===== src/rtl/imem_boot_loader.sv =====
// imem_boot_loader
//   Byte-stream boot controller. Receives a framed program image over a
//   valid/ready byte link, writes it word by word into the instruction
//   memory and releases the core from reset once the frame checksum matches.
//
//   Frame: 0xA5, N[7:0], N[15:8], 4*N payload bytes (little-endian words),
//          checksum = XOR of all payload bytes.
//
//   Ports:
//     clk, reset_n        clock, asynchronous active-low reset
//     rx_data/rx_valid    incoming byte stream
//     rx_ready            byte accepted when rx_valid && rx_ready
//     halt_req            stop the core and return to IDLE (from RUN or ERR)
//     imem_we/addr/wdata  instruction memory write port
//     core_reset_n        active-low reset to the core
//     busy                frame in progress (LEN_LO..CSUM)
//     load_done/load_err  status of the last frame
//     words_loaded        words written in the current/last frame
//
//   Optional build macro: IMEM_BOOT_TIMEOUT_EN enables an inter-byte timeout
//   of TIMEOUT_CYCLES clocks while a frame is in progress.
module imem_boot_loader #(
   parameter int unsigned ADDR_WIDTH     = 10,
   parameter int unsigned DATA_WIDTH     = 32,
   parameter int unsigned TIMEOUT_CYCLES = 1024
) (
   input  logic                  clk,
   input  logic                  reset_n,
   input  logic [7:0]            rx_data,
   input  logic                  rx_valid,
   output logic                  rx_ready,
   input  logic                  halt_req,
   output logic                  imem_we,
   output logic [ADDR_WIDTH-1:0] imem_addr,
   output logic [DATA_WIDTH-1:0] imem_wdata,
   output logic                  core_reset_n,
   output logic                  busy,
   output logic                  load_done,
   output logic                  load_err,
   output logic [ADDR_WIDTH:0]   words_loaded
);

   typedef enum logic [2:0] {
      S_IDLE, S_LEN_LO, S_LEN_HI, S_DATA, S_CSUM, S_RUN, S_ERR
   } state_t;

   localparam logic [7:0]  HDR       = 8'hA5;
   localparam logic [16:0] MAX_WORDS = 17'(2 ** ADDR_WIDTH);

   state_t                  state_q, state_d;
   logic [15:0]             count_q, count_d;
   logic [1:0]              bidx_q, bidx_d;
   logic [23:0]             wbuf_q, wbuf_d;
   logic [7:0]              csum_q, csum_d;
   logic                    we_q, we_d;
   logic [ADDR_WIDTH-1:0]   addr_q, addr_d;
   logic [DATA_WIDTH-1:0]   wdata_q, wdata_d;
   logic                    core_rst_n_q, core_rst_n_d;
   logic                    rx_rdy_q, rx_rdy_d;
   logic                    busy_q, busy_d;
   logic                    done_q, done_d;
   logic                    err_q, err_d;
   logic [ADDR_WIDTH:0]     words_q, words_d;
   logic                    accept;
   logic [16:0]             n_words;

`ifdef IMEM_BOOT_TIMEOUT_EN
   localparam int unsigned TW = $clog2(TIMEOUT_CYCLES + 1);
   logic [TW-1:0]           tmo_q, tmo_d;
`else
   localparam int unsigned unused_timeout_cycles = TIMEOUT_CYCLES;
`endif

   assign accept  = rx_valid && rx_rdy_q;
   assign n_words = {1'b0, rx_data, count_q[7:0]};

   always_comb begin
      state_d      = state_q;
      count_d      = count_q;
      bidx_d       = bidx_q;
      wbuf_d       = wbuf_q;
      csum_d       = csum_q;
      we_d         = 1'b0;
      addr_d       = addr_q;
      wdata_d      = wdata_q;
      core_rst_n_d = core_rst_n_q;
      rx_rdy_d     = rx_rdy_q;
      busy_d       = busy_q;
      done_d       = done_q;
      err_d        = err_q;
      words_d      = words_q;

      case (state_q)
         S_IDLE, S_ERR: begin
            if (halt_req && state_q == S_ERR) begin
               state_d = S_IDLE;
            end else if (accept && rx_data == HDR) begin
               state_d = S_LEN_LO;
               csum_d  = '0;
               words_d = '0;
               bidx_d  = '0;
               done_d  = 1'b0;
               err_d   = 1'b0;
               busy_d  = 1'b1;
            end
         end
         S_LEN_LO: begin
            if (accept) begin
               count_d[7:0] = rx_data;
               state_d      = S_LEN_HI;
            end
         end
         S_LEN_HI: begin
            if (accept) begin
               count_d[15:8] = rx_data;
               if (n_words > MAX_WORDS) begin
                  state_d = S_ERR;
                  err_d   = 1'b1;
                  busy_d  = 1'b0;
               end else if (n_words == '0) begin
                  state_d = S_CSUM;
               end else begin
                  state_d = S_DATA;
               end
            end
         end
         S_DATA: begin
            if (accept) begin
               csum_d = csum_q ^ rx_data;
               bidx_d = bidx_q + 2'd1;
               wbuf_d = {rx_data, wbuf_q[23:8]};
               if (bidx_q == 2'd3) begin
                  // Word index equals the number of words already written.
                  we_d    = 1'b1;
                  addr_d  = words_q[ADDR_WIDTH-1:0];
                  wdata_d = DATA_WIDTH'({rx_data, wbuf_q});
                  words_d = words_q + (ADDR_WIDTH + 1)'(1);
                  if ((17'(words_q) + 17'd1) == {1'b0, count_q})
                     state_d = S_CSUM;
               end
            end
         end
         S_CSUM: begin
            if (accept) begin
               busy_d = 1'b0;
               if (rx_data == csum_q) begin
                  state_d      = S_RUN;
                  core_rst_n_d = 1'b1;
                  done_d       = 1'b1;
                  rx_rdy_d     = 1'b0;
               end else begin
                  state_d = S_ERR;
                  err_d   = 1'b1;
               end
            end
         end
         S_RUN: begin
            if (halt_req) begin
               state_d      = S_IDLE;
               core_rst_n_d = 1'b0;
               rx_rdy_d     = 1'b1;
            end
         end
         default: state_d = S_IDLE;
      endcase

`ifdef IMEM_BOOT_TIMEOUT_EN
      tmo_d = '0;
      if (state_q inside {S_LEN_LO, S_LEN_HI, S_DATA, S_CSUM} && !accept) begin
         if (tmo_q == TW'(TIMEOUT_CYCLES)) begin
            state_d = S_ERR;
            err_d   = 1'b1;
            busy_d  = 1'b0;
         end else begin
            tmo_d = tmo_q + TW'(1);
         end
      end
`endif
   end

   always_ff @(posedge clk or negedge reset_n) begin
      if (!reset_n) begin
         state_q      <= S_IDLE;
         count_q      <= '0;
         bidx_q       <= '0;
         wbuf_q       <= '0;
         csum_q       <= '0;
         we_q         <= 1'b0;
         addr_q       <= '0;
         wdata_q      <= '0;
         core_rst_n_q <= 1'b0;
         rx_rdy_q     <= 1'b1;
         busy_q       <= 1'b0;
         done_q       <= 1'b0;
         err_q        <= 1'b0;
         words_q      <= '0;
`ifdef IMEM_BOOT_TIMEOUT_EN
         tmo_q        <= '0;
`endif
      end else begin
         state_q      <= state_d;
         count_q      <= count_d;
         bidx_q       <= bidx_d;
         wbuf_q       <= wbuf_d;
         csum_q       <= csum_d;
         we_q         <= we_d;
         addr_q       <= addr_d;
         wdata_q      <= wdata_d;
         core_rst_n_q <= core_rst_n_d;
         rx_rdy_q     <= rx_rdy_d;
         busy_q       <= busy_d;
         done_q       <= done_d;
         err_q        <= err_d;
         words_q      <= words_d;
`ifdef IMEM_BOOT_TIMEOUT_EN
         tmo_q        <= tmo_d;
`endif
      end
   end

   assign rx_ready     = rx_rdy_q;
   assign imem_we      = we_q;
   assign imem_addr    = addr_q;
   assign imem_wdata   = wdata_q;
   assign core_reset_n = core_rst_n_q;
   assign busy         = busy_q;
   assign load_done    = done_q;
   assign load_err     = err_q;
   assign words_loaded = words_q;

endmodule


===== config.mk =====
export PLATFORM = sky130hd
export DESIGN_NAME = imem_boot_loader
export DESIGN_NICKNAME = d
export VERILOG_FILES = /design/src/rtl/imem_boot_loader.sv
export SDC_FILE = /design/constraint.sdc
export NUM_CORES = 1
export LEC_CHECK = 0
export CORE_UTILIZATION = 30
export DETAILED_ROUTE_END_ITERATION = 7
export PLACE_DENSITY = 0.5
export SLEW_MARGIN = 40
export SYNTH_ARGS = -nofsm -noshare
export SYNTH_HDL_FRONTEND = slang
export SYNTH_SLANG_ARGS = --single-unit

===== constraint.sdc =====
create_clock -name clk -period 3.9 [get_ports clk]
set_clock_uncertainty 0.2 [all_clocks]
set_input_delay 0.78 -clock clk [delete_from_list [all_inputs] [get_ports clk]]
set_output_delay 0.78 -clock clk [all_outputs]
set_load 0.01 [all_outputs]

; Word-level counts from Yosys, hierarchy flattened
; Cells that the tools add are included.
[op_classes]
add_sub_neg = 3
reduce_logical = 21
order_cmp = 1
mux = 51
bitwise_logic = 1
eq_ne = 23
[ops]
columns = op, count
row1 = $mux W11, 4
row2 = $mux W3, 11
row3 = $mux W8, 3
row4 = $ne A2 B2 Y1 const B, 12
row5 = $pmux W11 S2, 1
row6 = $mux W1, 20
row7 = $pmux W3 S6, 1
row8 = $logic_not A17 Y1, 1
row9 = $eq A12 B16 Y1, 1
row10 = $gt A16 B11 Y1 const B, 1
row11 = $pmux W8 S2, 1
row12 = $add A11 B1 Y12 const B, 1
row13 = $add A11 B1 Y11 const B, 1
row14 = $reduce_and A5 Y1, 2
row15 = $eq A3 B3 Y1 const B, 3
row16 = $eq A8 B8 Y1, 1
row17 = $eq A8 B8 Y1 const B, 1
row18 = $mux W2, 4
row19 = $reduce_and A4 Y1, 2
row20 = $reduce_and A8 Y1, 1
row21 = $xor A8 B8 Y8, 1
row22 = $reduce_and A7 Y1, 1
row23 = $eq A3 B2 Y1 const B, 2
row24 = $pmux W1 S2, 3
row25 = 14 further kinds, 21
[word_totals]
in_bits = 12
reg_bits = 112

; Longest topological paths before layout
; Gate-level depths: netlist of the first run.
[logic_depth]
depth_word = 6
ltp_mapped = 8
ltp_nobuf = 7

; Worst setup path after synthesis of the first run
; No wires, ideal clock.
[synth_path]
path_kind = input -> register
startpoint = input rx_data[6]
endpoint = register state_q[2]
required_ns = 3.634
arrival_ns = 2.771
path_slack_ns = 0.864
path_stages = 6
path_cell_list = or3_4 -> or4_4 -> a222oi_1 -> o311a_1 -> o21ai_1 -> o21ba_1
[synth_between]
elab_chain_cells = 5
elab_cells_between_ends = 10
cone_classes = order compare: 1 / eq/ne: 2 / mux: 4 / reduce/logical: 3
[synth_rtl]
columns = element, line
row1 = "start, declared", 29  ; input logic [7:0] rx_data,
row2 = branches (longest 5 deep; another with $gt A16 B11 Y1), --
row3 = "end signal, assigned", 201  ; state_q <= state_d;
row4 = "end, declared", 50  ; state_t state_q, state_d;
; Several ways; the timed one is not identified. The select of a mux whose other input is x is not followed.
; A chain may end at the register's enable or synchronous reset.

; Worst setup path in the final report of the first run
[layout_path]
startpoint = input rx_data[6]
endpoint = register err_q (netlist: load_err)
[layout_between]
elab_chain_cells = 4
elab_cells_between_ends = 8
cone_classes = order compare: 1 / eq/ne: 5 / reduce/logical: 2
[layout_rtl]
columns = element, line
row1 = branches (longest 3 deep; another with $gt A16 B11 Y1), --
row2 = $reduce_and A7 Y1 (no line) (*), --
row3 = "end signal, assigned", 213  ; err_q <= err_d;
row4 = "end, declared", 62  ; logic err_q, err_d;
; Every way passes the cells marked *.

==> load_flow_metrics.sql, run 1 <==
INSERT INTO impl_metrics (metric_group, metric, value, unit) VALUES
('floorplan', 'floorplan.io_pins', '71', ''),
('setup_path', 'critical_path.endpoint_type', 'flop', ''),
('routing', 'viasPerCell', '4.89', ''),
('cells_and_area', 'num-fill-cells', '1719', ''),
('cells_and_area', 'final_cells', '829', ''),
('setup_path', 'startpoint_type', 'input pin', ''),
('timing', 'unrepaired_setup_endpoints_after_global_routing', 'no', ''),
('cts', 'total_of_cells_resized_after_clock_tree_synthesis', '0', ''),
('synth', 'ys_dominant_reg_cell', 'sky130_fd_sc_hd__dfrtp_1', ''),
('setup_path', 'crit_chain', 'clkdlybuf4s50_1, or3_4, or4_4, o221a_2, a2111oi_1, a21oi_1, nor2_1', ''),
('place', 'dp_hpwl', '9030', 'um'),
('routing', 'post_drt_wl_per_cell', '15.7', 'um'),
('synth', 'syn-num-nets', '550', ''),
('cells_and_area', 'register_area', '0.00280', 'mm^2'),
('cts', 'clk-insertion-delay-late', '0.36', 'ns'),
('global_route', 'initial_antenna_violation_count', '0', ''),
('setup_path', 'crit_type', 'in2reg', ''),
('synth', 'synth-async-reset-ratio', '100', '%'),
('setup_path', 'crit_family', 'simple AND/OR/NAND/NOR gates', ''),
('cells_and_area', 'drive_above_1_share', '11.9', '%'),
('synth', 'synth_enable_flop_cells', '0', ''),
('floorplan', 'placement_rows', '48', ''),
('run_status', 'outcome', 'completed', ''),
('cts', 'ctsLongestPathBuffers', '2', ''),
('power_and_ir_drop', 'power_per_cell_area', '650', 'mW/mm^2'),
('cts', 'htree_num_levels', '3', ''),
('cts', 'clk_pin_slew_worst_paths', '0.07', 'ns'),
('synth', 'postSynthRegisterBits', '112', ''),
('routing', 'drt.antenna.violating_nets', '0', ''),
('routing', 'wl_met2', '5680', 'um'),
('timing', 'worst_slew_pin_slew', '0.716', 'ns'),
('global_route', 'gr-usage-all-layers', '15.1', '%'),
('synth', 'post_synth_inst_count', '536', ''),
('timing', 'timing.setup.tns', '0', 'ns'),
('routing', 'detailroute.via_count', '4053', ''),
('place', 'port_buffers', '70', ''),
('timing', 'timing_hold_violations_final', '0', ''),
('floorplan', 'floorplan.die.height', '135', 'um'),
('synth', 'synth.top_cells.by_area', 'sky130_fd_sc_hd__dfrtp_1, sky130_fd_sc_hd__nand2_1, sky130_fd_sc_hd__mux2_2', ''),
('routing', 'top_layer', 'met4', ''),
('synth', 'postSynthAreaPerCell', '9.84', 'um^2'),
('place', 'finalWeightedCongestion', '0.792', ''),
('routing', 'initialDrtViolationCount', '245', ''),
('cts', 'tritoncts.num_buffers', '9', ''),
('setup_path', 'critical_path_arrival', '3.20', 'ns'),
('floorplan', 'std_cell_core_area', '0.0172', 'mm^2'),
('global_route', 'first_global_vias', '3820', ''),
('cts', 'ctsHoldBuffers', '0', ''),
('cells_and_area', 'design.final.nets', '613', ''),
('run', 'cap_viol_max_count', '0', ''),
('routing', 'wl_met1', '6560', 'um'),
('power_and_ir_drop', 'peakVddDrop', '246', 'uV'),
('setup_path', 'critical_path.slowest_cell', 'sky130_fd_sc_hd__or4_4', ''),
('timing', 'final-max-slew-violation-count', '0', ''),
('global_route', 'grt_first_pass_wirelength', '21000', 'um'),
('synth', 'yosysUniqueCellTypes', '57', ''),
('cells_and_area', 'antenna_diodes', '0', ''),
('timing', 'max-slew-margin-rel', '52.3', '%'),
('setup_path', 'worst-endpoint-required', '3.99', 'ns'),
('cells_and_area', 'syn2layout_area_growth', '21.5', '%'),
('floorplan', 'initial_utilization', '30.6', '%'),
('routing', 'routed_wirelength', '13000', 'um'),
('synth', 'yosys.area.top_type_share', '52.7', '%'),
('setup_path', 'worstPathBufferInverterCount', '1', ''),
('timing', 'max_clock_freq', '0.322', 'GHz'),
('timing', 'finalSetupViolations', '0', ''),
('power_and_ir_drop', 'leakagePower', '2.94', 'nW'),
('setup_path', 'max_stage_delay', '0.54', 'ns'),
('global_route', 'grt_start_max_net_pins', '61', ''),
('floorplan', 'design.die.area', '0.0181', 'mm^2'),
('synth', 'synth_sequential_area_ratio', '53.2', '%');
[worst register-to-register path, stage by stage, from the launching register on]
cell	delay [ns]
sky130_fd_sc_hd__dfrtp_1	0.51
sky130_fd_sc_hd__ha_1	0.45
sky130_fd_sc_hd__nand2_1	0.12
sky130_fd_sc_hd__nor3_1	0.36
sky130_fd_sc_hd__xnor2_1	0.17
sky130_fd_sc_hd__nand2_1	0.08
sky130_fd_sc_hd__nor4_1	0.51
sky130_fd_sc_hd__o211ai_1	0.15
[report_power, final]
part | switching [W] | internal [W] | total (W)
sequential | 0.000328 | 0.00159 | 0.00192
clock | 0.000430 | 0.000502 | 0.000932
combinational | 0.000605 | 0.000704 | 0.00131
total | 0.00136 | 0.00280 | 0.00416
[cell usage in the layout, fill, tap and decap left out, types with 4 or more instances in the layout]
cell type / instances
sky130_fd_sc_hd__nand2_1: 160
sky130_fd_sc_hd__buf_4: 15
sky130_fd_sc_hd__xnor2_1: 15
sky130_fd_sc_hd__nor4_1: 5
sky130_fd_sc_hd__o21ai_0: 36
sky130_fd_sc_hd__a21oi_1: 14
sky130_fd_sc_hd__o31ai_1: 4
sky130_fd_sc_hd__a31oi_1: 4
sky130_fd_sc_hd__clkbuf_16: 9
sky130_fd_sc_hd__nand3_1: 9
sky130_fd_sc_hd__xor2_1: 8
sky130_fd_sc_hd__inv_1: 9
sky130_fd_sc_hd__nor2_1: 30
sky130_fd_sc_hd__mux2_2: 33
sky130_fd_sc_hd__dfrtp_1: 111
sky130_fd_sc_hd__clkdlybuf4s50_1: 69
sky130_fd_sc_hd__nor3_1: 6
sky130_fd_sc_hd__nand4_1: 6
[flip-flops by register name (all words and copies together), names as in the netlist]
name and flops:
rx_ready 1, imem_addr 10, count_q 16, load_done 1
state_q 3, busy 1, load_err 1, bidx_q 2
words_loaded 11, imem_we 1, core_reset_n 1, wbuf_q 24
imem_wdata 32, csum_q 8
[metrics by stage]
step	cell area, um^2	total power (W)	hold WS [ns]	worst slack (ns)
CTS	6410	0.00422	0.280	0.808
floorplan	5280	0.00262	0.239	0.864
global placement	6120	0.00324	0.257	0.464
finish	6410	0.00416	0.245	0.793
detailed placement	6120	0.00328	0.261	0.430
global route	6410	0.00444	0.298	0.715
[logic make-up (layout without fill, tap and decap cells)]
kind of cell | Yosys count | after routing | synth area share [%]
compound gates | 83 | 83 | 9.84
fa+ha+maj | 2 | 2 | 0.474
buf+inv | 42 | 110 | 5.67
xor+xnor | 23 | 23 | 3.82
flops | 112 | 112 | 53.2
simple gates | 238 | 238 | 19.4
mux | 36 | 36 | 7.61
[layer usage]
metal / GRT usage, % / vias up
met5: 0 / -
met4: 6.49 / 0
met3: 2.29 / 14
met2: 21.7 / 82
met1: 22.5 / 2020
li1: - / 1937
[final cells by class]
type,instances,share of cell area (%)
sequential,112,43.7
multi-input combinational,382,34.0
timing repair buffer,85,12.8
tap,225,4.39
clock buffer,12,3.69
clock inverter,4,0.820
inverter,9,0.527
[path summary, 6_finish.rpt]
| path | start | end | slack, ns | depth (start not counted) |
|---|---|---|---|---|
| setup / recovery | rx_data[6] | load_err | 0.79 | 7 |
| hold / removal | reset_n | imem_wdata[4] | 0.24 | 1 |
| setup reg to reg | words_loaded[0] | state_q[0] | 1.21 | 7 |
| hold reg to reg | imem_wdata[0] | imem_wdata[0] | 0.27 | 2 |
| max in group asynchronous | reset_n | count_q[14] | 2.47 | 2 |
| min in group clk | imem_wdata[0] | imem_wdata[0] | 0.27 | 2 |
[synthesized netlist by cell type, types with 2 or more instances]
master and count:
sky130_fd_sc_hd__nand2_1 161, sky130_fd_sc_hd__dfrtp_1 111, sky130_fd_sc_hd__o21ai_0 36, sky130_fd_sc_hd__mux2_2 33, sky130_fd_sc_hd__nor2_1 30, sky130_fd_sc_hd__clkbuf_1 22, sky130_fd_sc_hd__xnor2_1 15, sky130_fd_sc_hd__a21oi_1 14
sky130_fd_sc_hd__inv_1 9, sky130_fd_sc_hd__nand3_1 9, sky130_fd_sc_hd__xor2_1 8, sky130_fd_sc_hd__clkbuf_8 6, sky130_fd_sc_hd__nand4_1 6, sky130_fd_sc_hd__nor3_1 6, sky130_fd_sc_hd__nor4_1 5, sky130_fd_sc_hd__a31oi_1 4
sky130_fd_sc_hd__o31ai_1 4, sky130_fd_sc_hd__and3_1 3, sky130_fd_sc_hd__mux2i_1 3, sky130_fd_sc_hd__o211ai_1 3, sky130_fd_sc_hd__or3_1 3, sky130_fd_sc_hd__a22o_1 2, sky130_fd_sc_hd__and2_1 2, sky130_fd_sc_hd__bufbuf_16 2
sky130_fd_sc_hd__ha_1 2, sky130_fd_sc_hd__nand2b_1 2, sky130_fd_sc_hd__nand3b_1 2, sky130_fd_sc_hd__nor2b_1 2, sky130_fd_sc_hd__o2111ai_1 2, sky130_fd_sc_hd__o31a_1 2
No activity file was read; power rests on OpenSTA's default activity.
==> inputs of run 2 (changes only) <==
PLACE_DENSITY = 0.52   (was 0.5)
clock period = 2.6 ns   (was 3.9 ns; I/O delays follow)
==> run 2 against run 1 <==
  * Via count rose by 2.1%
  * First-iteration DRC count rose by 2.9%
  * Sequential share of layout area fell by 1.7 points
  * Count of clock-buffer cells in the layout fell by 3
  * Non-clock buffer count rose by 32
  * Design area rose by 4.2%
  * Core utilization rose by 1.5 points
  * Global-route usage fell by 0.18 points
  * Power rose by 50%
  * Sequential power rose by 49%
  * Combinational power rose by 59%
  * Highest routed layer unchanged
==> load_flow_metrics.sql, run 2 (synthesized netlist as in run 1, its figures left out) <==
INSERT INTO impl_metrics (metric_group, metric, value, unit) VALUES
('run_status', 'outcome', 'completed', ''),
('cts', 'htree_num_levels', '3', ''),
('place', 'finalWeightedCongestion', '0.834', ''),
('floorplan', 'floorplan.io_pins', '71', ''),
('setup_path', 'worstReg2RegStart', 'rx_ready', ''),
('setup_path', 'crit_family', 'simple AND/OR/NAND/NOR gates', ''),
('floorplan', 'std_cell_core_area', '0.0172', 'mm^2'),
('setup_path', 'critical_path.slowest_cell', 'sky130_fd_sc_hd__or4_4', ''),
('power_and_ir_drop', 'power_per_cell_area', '939', 'mW/mm^2'),
('setup_path', 'path_max_fanout', '7', ''),
('timing', 'timing_hold_violations_final', '0', ''),
('cts', 'tritoncts.num_buffers', '9', ''),
('timing', 'finalSetupViolations', '0', ''),
('global_route', 'grt_first_pass_wirelength', '21300', 'um'),
('power_and_ir_drop', 'p_total', '0.00627', 'W'),
('timing', 'unrepaired_setup_endpoints_after_global_routing', 'no', ''),
('setup_path', 'cells_on_worst_reg2reg_path', '7', ''),
('timing', 'max_clock_freq', '0.403', 'GHz'),
('routing', 'drt_pre_antenna_iters', '5', ''),
('routing', 'drt.antenna.violating_nets', '0', ''),
('cts', 'cts_tree', 'yes', ''),
('cells_and_area', 'final_common_cell', 'sky130_fd_sc_hd__nand2_1', ''),
('floorplan', 'design.die.area', '0.0181', 'mm^2'),
('run', 'cap_viol_max_count', '0', ''),
('global_route', 'gr-usage-all-layers', '14.9', '%'),
('global_route', 'initial_antenna_violation_count', '0', ''),
('global_route', 'grt_start_max_net_pins', '66', ''),
('setup_path', 'worst-endpoint-required', '2.69', 'ns'),
('worst_hold_path', 'hold_path_end', 'imem_wdata[6]', ''),
('setup_path', 'crit_chain', 'dlygate4sd2_1, or3_4, or4_4, a222oi_1, buf_4, o311a_1, o21ai_1, o21ba_1', ''),
('timing', 'timing.setup.tns', '0', 'ns'),
('timing', 'worst_slew_pin_slew', '0.392', 'ns'),
('routing', 'viasPerCell', '4.81', ''),
('setup_path', 'critical_path_arrival', '2.57', 'ns'),
('floorplan', 'floorplan.die.height', '135', 'um'),
('setup_path', 'critical_path_depth', '8', ''),
('cts', 'clk-insertion-delay-late', '0.35', 'ns'),
('routing', 'drt_drc_violations_left', '0', ''),
('cts', 'ctsLongestPathBuffers', '2', ''),
('setup_path', 'max_stage_delay', '0.45', 'ns'),
('global_route', 'first_global_vias', '4030', ''),
('worst_hold_path', 'min-delay-path-class', 'reg2reg', ''),
('global_route', 'globalRouteOverflowTotal', '0', ''),
('cells_and_area', 'design.final.nets', '645', ''),
('routing', 'detailroute.via_count', '4139', ''),
('setup_path', 'reg2reg_slack', '0.19', 'ns'),
('timing', 'final-max-slew-violation-count', '0', ''),
('setup_path', 'critical_path.endpoint_type', 'flop', ''),
('timing', 'whs', '0.263', 'ns'),
('cells_and_area', 'antenna_diodes', '0', ''),
('floorplan', 'initial_utilization', '30.6', '%'),
('timing', 'max-slew-margin-rel', '73.6', '%'),
('cells_and_area', 'most-common-layout-cells', 'sky130_fd_sc_hd__nand2_1, sky130_fd_sc_hd__dfrtp_1, sky130_fd_sc_hd__clkdlybuf4s50_1', ''),
('cells_and_area', 'syn2layout_area_growth', '26.6', '%'),
('cells_and_area', 'max_reg_flops', '32', ''),
('setup_path', 'crit_type', 'in2reg', ''),
('cells_and_area', 'drive_above_1_share', '16.9', '%'),
('routing', 'routed_wirelength', '13000', 'um'),
('setup_path', 'worstPathBufferInverterCount', '2', ''),
('worst_hold_path', 'worstHoldStart', 'wbuf_q[6]', ''),
('routing', 'initialDrtViolationCount', '252', ''),
('routing', 'post_drt_wl_per_cell', '15.2', 'um'),
('cts', 'clock_tree.root_cell', 'sky130_fd_sc_hd__clkbuf_16', ''),
('place', 'dp_hpwl', '9610', 'um'),
('setup_path', 'worstReg2RegEnd', 'state_q[2]', ''),
('power_and_ir_drop', 'peakVddDrop', '349', 'uV'),
('timing', 'period_needed', '2.48', 'ns'),
('cells_and_area', 'final_core_utilization', '38.7', '%'),
('cts', 'cts_sinks', '112', ''),
('floorplan', 'floorplan.die.width', '135', 'um'),
('worst_hold_path', 'cell_depth_of_the_worst_min_delay_path', '2', ''),
('floorplan', 'placement_rows', '48', ''),
('cts', 'clk_pin_slew_worst_paths', '0.08', 'ns'),
('place', 'port_buffers', '70', ''),
('power_and_ir_drop', 'leakagePower', '3.15', 'nW'),
('timing', 'post_route_clock_period_utilization', '95.5', '%'),
('setup_path', 'startpoint_type', 'input pin', '');
==> run 2: changes by cell type in the layout (fill, tap and decap cells not counted), moves of 3 or more <==
cell,delta
sky130_fd_sc_hd__clkdlybuf4s50_1,-8
sky130_fd_sc_hd__clkbuf_1,-3
sky130_fd_sc_hd__buf_4,+30
sky130_fd_sc_hd__dlymetal6s2s_1,+5
sky130_fd_sc_hd__dlygate4sd2_1,+3
==> run 2: worst max-delay path by stage <==
stage            endpoint  slack (ns)       start
2_1_floorplan  state_q[2]       -0.13  rx_data[6]
3_3_place_gp   state_q[2]       -0.42  rx_data[6]
3_5_place_dp   state_q[2]       -0.43  rx_data[6]
4_1_cts        state_q[2]        0.06    rx_valid
5_1_grt        state_q[1]        0.05  rx_data[6]
6_report       state_q[2]        0.12  rx_data[6]
==> run 2: final cells by class <==
| class | instances | area [um^2] |
|---|---|---|
| clock buffer | 9 | 225 |
| clock inverter | 6 | 56.3 |
| multi-input combinational | 382 | 2190 |
| tap | 225 | 282 |
| fill | 1702 | 10600 |
| inverter | 9 | 33.8 |
| sequential | 112 | 2800 |
| timing repair buffer | 117 | 1090 |
==> run 2: power by group <==
group	internal, W	switching (W)	total (W)	leakage, nW
logic	0.00112	0.000959	0.00208	1.58
registers	0.00239	0.000471	0.00286	1.43
clock network	0.000663	0.000661	0.00132	0.139
==> run 2: repair_timing <==
action,CTS,global route
pin swaps,3,3
hold endpoints to repair,20,0
gates cloned,0,0
resized for setup,4,7
endpoints found under the setup margin,4,11
hold buffers,1,0
setup buffers,0,1
==> run 2: stage by stage <==
step	setup slack [ns]	cell area, um^2	std cells
2_1_floorplan	-0.129	5270	536
3_3_place_gp	-0.421	6350	843
3_5_place_dp	-0.425	6350	843
4_1_cts	0.0577	6650	859
5_1_grt	0.0484	6680	860
6_report	0.116	6680	860
==> run 2: worst reg2reg max path, cell delays in order, from the launching register on <==
cell and delay [ns]:
sky130_fd_sc_hd__dfstp_2 0.57, sky130_fd_sc_hd__nand2_2 0.09, sky130_fd_sc_hd__or4_4 0.54, sky130_fd_sc_hd__a222oi_1 0.35, sky130_fd_sc_hd__buf_4 0.21, sky130_fd_sc_hd__o311a_1 0.16, sky130_fd_sc_hd__o21ai_1 0.05, sky130_fd_sc_hd__o21ba_1 0.20
==> run 2: routing by layer <==
metal | routed length [um] | track usage (%)
met1 | 6560 | 22.1
met2 | 5830 | 22.5
met3 | 483 | 2.36
met4 | 157 | 4.06
met5 | 0 | 0
